[src/rtl/bcd_converter_if.sv]
// Handshake and result bundle for bcd_converter.
//   start/bin          : conversion request and binary operand (master -> slave)
//   busy/done/overflow : status, done is a one-cycle pulse (slave -> master)
//   digit0..digit3     : held BCD result, digit0 = ones (slave -> master)
interface bcd_converter_if #(
   parameter int unsigned BIN_W = 14
);
   logic             start;
   logic [BIN_W-1:0] bin;
   logic             busy;
   logic             done;
   logic             overflow;
   logic [3:0]       digit0;
   logic [3:0]       digit1;
   logic [3:0]       digit2;
   logic [3:0]       digit3;

   modport master (
      output start, bin,
      input  busy, done, overflow, digit0, digit1, digit2, digit3
   );

   modport slave (
      input  start, bin,
      output busy, done, overflow, digit0, digit1, digit2, digit3
   );
endinterface

[src/rtl/bcd_converter.sv]
// Sequential binary-to-BCD converter (double-dabble, one bit per clock).
// Operands above 9999 saturate to 9999 and raise overflow.
//   sysclk : clock, rising edge
//   rst    : synchronous active-high reset
//   bus    : bcd_converter_if slave (start/bin in; busy/done/overflow/digits out)
module bcd_converter #(
   parameter int unsigned BIN_W  = 14,
   parameter int unsigned DIGITS = 4
) (
   input  logic           sysclk,
   input  logic           rst,
   bcd_converter_if.slave bus
);
   localparam int unsigned BCD_W = 4 * DIGITS;
   localparam int unsigned CNT_W = $clog2(BIN_W + 1);
   localparam logic [BIN_W-1:0] SAT = BIN_W'(9999);

   typedef enum logic [1:0] {
      IDLE,
      CONV,
      LOAD
   } state_t;

   state_t           state;
   logic [BIN_W-1:0] op;
   logic [BCD_W-1:0] bcd;
   logic [CNT_W-1:0] cnt;
   logic             ovf_next;
   logic             busy_q;
   logic             done_q;
   logic             overflow_q;
   logic [BCD_W-1:0] digits_q;

   logic [BCD_W-1:0]       bcd_adj_c;
   logic [BCD_W+BIN_W-1:0] shift_c;

   // Add-3 correction on every nibble that is 5 or more before the shift
   always_comb begin
      bcd_adj_c = bcd;
      for (int unsigned i = 0; i < DIGITS; i++) begin
         if (bcd[4*i +: 4] >= 4'd5) begin
            bcd_adj_c[4*i +: 4] = bcd[4*i +: 4] + 4'd3;
         end
      end
   end

   // Operand MSB moves into the BCD LSB
   assign shift_c = {bcd_adj_c, op} << 1;

   // Control FSM with registered outputs
   always_ff @(posedge sysclk) begin
      if (rst) begin
         state      <= IDLE;
         op         <= '0;
         bcd        <= '0;
         cnt        <= '0;
         ovf_next   <= 1'b0;
         busy_q     <= 1'b0;
         done_q     <= 1'b0;
         overflow_q <= 1'b0;
         digits_q   <= '0;
      end else begin
         done_q <= 1'b0;
         unique case (state)
            IDLE: begin
               if (bus.start) begin
                  op       <= (bus.bin > SAT) ? SAT : bus.bin;
                  ovf_next <= (bus.bin > SAT);
                  bcd      <= '0;
                  cnt      <= '0;
                  busy_q   <= 1'b1;
                  state    <= CONV;
               end
            end
            CONV: begin
               bcd <= shift_c[BCD_W+BIN_W-1:BIN_W];
               op  <= shift_c[BIN_W-1:0];
               cnt <= cnt + CNT_W'(1);
               if (cnt == CNT_W'(BIN_W - 1)) begin
                  state <= LOAD;
               end
            end
            LOAD: begin
               digits_q   <= bcd;
               overflow_q <= ovf_next;
               done_q     <= 1'b1;
               busy_q     <= 1'b0;
               state      <= IDLE;
            end
            default: state <= IDLE;
         endcase
      end
   end

   assign bus.busy     = busy_q;
   assign bus.done     = done_q;
   assign bus.overflow = overflow_q;
   assign bus.digit0   = digits_q[3:0];
   assign bus.digit1   = digits_q[7:4];
   assign bus.digit2   = digits_q[11:8];
   assign bus.digit3   = digits_q[15:12];
endmodule

[src/flat_wrapper.sv]
// flat-port wrapper written by rule: the top's interface ports become plain ports
module bcd_converter_flat 
#(
   parameter int unsigned BIN_W  = 14,
   parameter int unsigned DIGITS = 4
)
  (sysclk, rst, bus_start, bus_bin, bus_busy, bus_done, bus_overflow, bus_digit0, bus_digit1, bus_digit2, bus_digit3);
  bcd_converter_if #(.BIN_W(BIN_W)) bus_i ();
  input  logic sysclk;
  input  logic rst;
  input wire logic [$bits(bus_i.start)-1:0] bus_start;
  input wire logic [$bits(bus_i.bin)-1:0] bus_bin;
  output wire logic [$bits(bus_i.busy)-1:0] bus_busy;
  output wire logic [$bits(bus_i.done)-1:0] bus_done;
  output wire logic [$bits(bus_i.overflow)-1:0] bus_overflow;
  output wire logic [$bits(bus_i.digit0)-1:0] bus_digit0;
  output wire logic [$bits(bus_i.digit1)-1:0] bus_digit1;
  output wire logic [$bits(bus_i.digit2)-1:0] bus_digit2;
  output wire logic [$bits(bus_i.digit3)-1:0] bus_digit3;
  assign bus_i.start = bus_start;
  assign bus_i.bin = bus_bin;
  assign bus_busy = bus_i.busy;
  assign bus_done = bus_i.done;
  assign bus_overflow = bus_i.overflow;
  assign bus_digit0 = bus_i.digit0;
  assign bus_digit1 = bus_i.digit1;
  assign bus_digit2 = bus_i.digit2;
  assign bus_digit3 = bus_i.digit3;
  bcd_converter #(.BIN_W(BIN_W), .DIGITS(DIGITS)) u_core (.sysclk(sysclk), .rst(rst), .bus(bus_i));
endmodule
[config.mk]
export PLATFORM = sky130hd
export DESIGN_NAME = bcd_converter_flat
export DESIGN_NICKNAME = d
export VERILOG_FILES = /design/src/rtl/bcd_converter_if.sv /design/src/rtl/bcd_converter.sv /design/src/flat_wrapper.sv
export SDC_FILE = /design/constraint.sdc
export NUM_CORES = 1
export LEC_CHECK = 0
export BUFFER_PORTS_ARGS = -buffer_cell sky130_fd_sc_hd__buf_2
export CAP_MARGIN = 20
export CORE_MARGIN = 2
export CORE_UTILIZATION = 25
export CTS_CLUSTER_SIZE = 10
export DETAILED_ROUTE_END_ITERATION = 12
export PLACE_DENSITY = 0.43
export SYNTH_ARGS = -nofsm -noshare
export SYNTH_HDL_FRONTEND = slang
export SYNTH_SLANG_ARGS = --single-unit
[constraint.sdc]
create_clock -name sysclk -period 1.6 [get_ports sysclk]
set_input_delay 0.08 -clock sysclk [delete_from_list [all_inputs] [get_ports sysclk]]
set_output_delay 0.08 -clock sysclk [all_outputs]
set_load 0.02 [all_outputs]
Yosys cells after proc, flatten, opt, wreduce, memory -nomap -nowiden --
Index checks and enable logic that the tools add are counted.
Operators by class: add/subtract/negate cells 5, $lt $le $gt $ge 5, eq/ne operators 5, multiplexer cells 17, reductions and logical operators 7
Operator list (count):
- 16-bit one-hot mux with 2 select lines | 1
- 14-bit two-way mux | 2
- 14-bit one-hot mux with 2 select lines | 1
- 4-bit by 3-bit greater-or-equal comparator with 1-bit output, second input constant | 4
- 16-bit two-way mux | 1
- 4-bit two-way mux | 4
- 14-bit > comparator, second input constant | 1
- 4-bit by 2-bit adder with 4-bit output, second input constant | 3
- 4-bit one-hot mux with 2 select lines | 1
- 2-bit AND reduction | 4
- 4-bit by 1-bit adder with 4-bit output, second input constant | 1
- 4-bit == test, second input constant | 1
- 2-bit two-way mux | 2
- 2-bit one-hot mux with 2 select lines | 1
- 2-bit nonzero test | 2
- 3-bit by 2-bit adder with 3-bit output, second input constant | 1
- 3-bit two-way mux | 1
- 2-bit by 1-bit == test with 1-bit output, second input constant | 1
- 2-bit == test, second input constant | 1
- 2-bit logical NOT | 1
- 1-bit two-way mux | 2
- 2-bit by 1-bit inequality test with 1-bit output, second input constant | 1
- 2-bit inequality test, second input constant | 1
- 1-bit one-hot mux with 2 select lines | 1
Word-level totals: register bits 56, input port bits 17, output and inout port bits 19, logic and storage cells 48

Depth between registers and ports, before layout --
depth after elaboration 4, mapped depth 5, depth with buffers taken out 5

Least setup slack after synthesis --
OpenSTA, ideal clock, no wires.
kind reg-to-reg, start reg u_core.bcd[0], end reg u_core.bcd[4], library setup time 0.101 ns, arrival 1.171 ns, required time 1.499 ns, slack 0.328 ns, cell stages (with the launch flop) 6, clock period less this slack 1.272 ns, cell sequence dfxtp_1 -> inv_1 -> ha_1 -> nor2b_1 -> o21a_1 -> o41ai_1
Between the ends: word-level cells in the longest chain between the ends 3, elaborated cells between the ends (all ways) 4, classes of those cells add/sub: 1; order compare: 1; mux: 2
Ends and longest elaborated chain:
- start, declared | RTL line bcd_converter.sv:26 | logic [BCD_W-1:0] bcd;
- start signal, assigned | RTL line bcd_converter.sv:76 | bcd <= shift_c[BCD_W+BIN_W-1:BIN_W];
- 4-bit by 2-bit adder with 4-bit output / 4-bit by 3-bit greater-or-equal comparator with 1-bit output (equally long branches) | RTL line bcd_converter.sv:42, bcd_converter.sv:41
- 4-bit two-way mux * | RTL line bcd_converter.sv:41 | if (bcd[4*i +: 4] >= 4'd5) begin
- 16-bit one-hot mux with 2 select lines * | RTL line bcd_converter.sv:64 | unique case (state)
Every way passes the cells marked *; elsewhere a longest branch is shown, timed or not. A chain may end at the register's enable or synchronous reset.

Worst setup path in the final report --
Same ends and word-level chain as after synthesis.

==> metrics.yaml <==
skew_ns: 0.00331
die_w_um: 106
clock.fmax_mhz: 704
clock-root-buffer: "clkbuf_8"
tns_ns: 0
synth_fa_ha_area_frac: 0.0481
critPathLaunch: "u_core.bcd[0]$_SDFFE_PP0P_"
hold_viol_final: 0
grt_use_total: 0.117
reg2reg_slack_ns: 0.18
min_period_ns: 1.42
reg2reg_depth: 5
die_h_um: 106
drv_slew: 0
placed_cell_area_um2: 3040
antenna_left: 0
numPortBuffers: 35
antenna_found_initial: 0
crit_path_end: "u_core.bcd[4]$_SDFFE_PP0P_"
synth_top_family_by_area: "compound AO/OA/AOI/OAI gates"
p_leak_nw: 1.11
drt-pass1-iter-count: 4
pin_count: 36
syn2layout_area_growth_pct: 20.8
htreeDepth: 2
holdBufCountCts: 0
critPathMaxFanout: 6
synthXorXnorAreaFrac: 0.0101
netlist_instances: 305
diodes: 0
mostFrequentLayoutCell: "dfxtp_1"
final_area_um2: 3140
viasPerCell: 4.81
cts_made_buffers: 5
arrival_ns: 1.64
initial_core_util: 0.254
drive_gt1_frac: 0.209
synth_edf_count: 0
synthSimpleGateAreaFrac: 0.198
drv_cap: 0
initialDrtViolationCount: 99
path_clk_slew_ns: 0.10
ys_types: 40
worst_skew_pair.late_latency_ns: 0.31
syn_area_per_cell_um2: 8.52
p_per_area_nw_per_um2: 813
ir_drop_v: 0.000342
grt_overflow: 0
grt_pass1_wl_um: 10700
routabilityCongestion: 0.763
coreArea_um2: 10200
dp_hpwl_um: 4600
clk_path_buf_depth: 2
fin_nets: 376
cts_sinks: 56
setup_violations: 0
ys_seq_area_frac: 0.431
fin_hold_ws_ns: 0.0270
synth-compound-area-share: 0.246
end_kind: "flip-flop"
rr_endpoint: "u_core.bcd[4]$_SDFFE_PP0P_"
hp-class: "input pin to flip-flop"
wl_per_cell_um: 13.3
cp-start-kind: "flip-flop"
die_area_um2: 11200
async_flop_share: 0
yosys-top-cells-area: "dfxtp_1 43%, a21oi_1 7.1%, nand2_1 5.5%"
synthDominantCellAreaShare: 0.431
detail_route.wirelength_um: 6490
timing.rr.start: "u_core.bcd[0]$_SDFFE_PP0P_"
synthesis.area_um2: 2600
tightest_slew_ns: 0.452
required_ns: 1.82
worstSetupPathType: "flip-flop to flip-flop"
core.rowCount: 37
min_period_over_period: 0.888
synthMuxAreaShare: 0.00385
slew_headroom: 0.698
rsz0062_at_grt: "false"
grt_start_max_net_pins: 23
yosysTopAreaCell: "dfxtp_1"
drc: 0
synth_seq_cells: 56
synth_warnings: 0
synth_nets: 332
outcome: "finished clean"
vias: 2338
grt_pass1_vias: 2191
synth_ff_type: "dfxtp_1"
final_cell_mix: "56 x dfxtp_1, 38 x nand2_1, 37 x a21oi_1, 35 x buf_2, 20 x buf_4"
tritoncts: "built"
## per-layer routing
layer  share of wire  track usage
met5               0            0
met1            0.50        0.156
met4          0.0077       0.0254
met3           0.027       0.0233
met2            0.46        0.196
## flip-flops by register name, indices dropped and copies added (netlist names)
signal / flops
u_core.bcd: 16
u_core.bus.busy: 1
u_core.bus.done: 1
u_core.bus.overflow: 1
u_core.cnt: 4
u_core.digits_q: 16
u_core.op: 14
u_core.ovf_next: 1
u_core.state: 2
## cells in the mapped netlist, drive strengths merged, types with 2 or more instances
cell     count
dfxtp       56
nand2       38
a21oi       37
inv         19
nand3       18
nor2        16
buf         14
ha          10
o211ai       9
o2111ai      8
o21ai        8
clkbuf       6
nand2b       6
nor2b        6
o221ai       6
a22oi        5
nor4b        5
o21a         5
nand4        4
o22ai        4
o41ai        3
xnor2        3
a211oi       2
a222oi       2
nor3b        2
## repair_timing
action	in CTS	in global routing
gates resized for setup	0	1
buffers inserted	0	0
endpoints found under the setup margin	0	1
## area by class of cell
| type | count | area, µm² |
|---|---|---|
| multi-input combinational | 210 | 1320 |
| tap | 136 | 170 |
| timing repair buffer | 57 | 365 |
| fill | 1093 | 7090 |
| clock buffer | 8 | 90.1 |
| inverter | 19 | 71.3 |
| sequential | 56 | 1120 |
## critical path: stages, from the launching register on
cell and delay (ns):
dfxtp_1 0.44, inv_1 0.08, ha_1 0.23, nor2b_1 0.16
o21a_1 0.20, o41ai_1 0.21
## per-stage QoR
step           cells  setup WS (ns)  total power, W  utilization
5_1_grt          486         0.0135         0.00268        0.307
3_5_place_dp     478          0.131         0.00177        0.298
6_report         486          0.180         0.00255        0.307
4_1_cts          486          0.116         0.00260        0.306
3_3_place_gp     478          0.161         0.00177        0.298
2_1_floorplan    305          0.328         0.00166            -
## cells by family after synthesis
kind of cell               Yosys count
buffers and inverters               39
AOI/OAI and AO/OA                   94
muxes                                1
and+or+nand+nor                    102
xor gates and xnor gates             3
DFF                                 56
adders and majority gates           10
## power by group
| part | internal (W) | switching (W) | leakage, nW |
|---|---|---|---|
| combinational | 0.000118 | 0.000164 | 0.612 |
| sequential | 0.00143 | 0.0000269 | 0.455 |
| clock | 0.000355 | 0.000457 | 0.0455 |
## how the worst min path moves through the flow
stage | start | end | slack [ns] | cells after the start
2_1_floorplan | bus_bin[10] | u_core.op[10]$_SDFFE_PP0P_ | 0.23 | 2
4_1_cts | bus_bin[1] | u_core.op[1]$_SDFFE_PP0P_ | 0.02 | 3
5_1_grt | bus_bin[10] | u_core.op[10]$_SDFFE_PP0P_ | 0.03 | 3
6_report | bus_bin[1] | u_core.op[1]$_SDFFE_PP0P_ | 0.03 | 3
3_3_place_gp | bus_bin[10] | u_core.op[10]$_SDFFE_PP0P_ | 0.35 | 3
3_5_place_dp | bus_bin[10] | u_core.op[10]$_SDFFE_PP0P_ | 0.35 | 3
No activity file was read; power rests on OpenSTA's default activity.
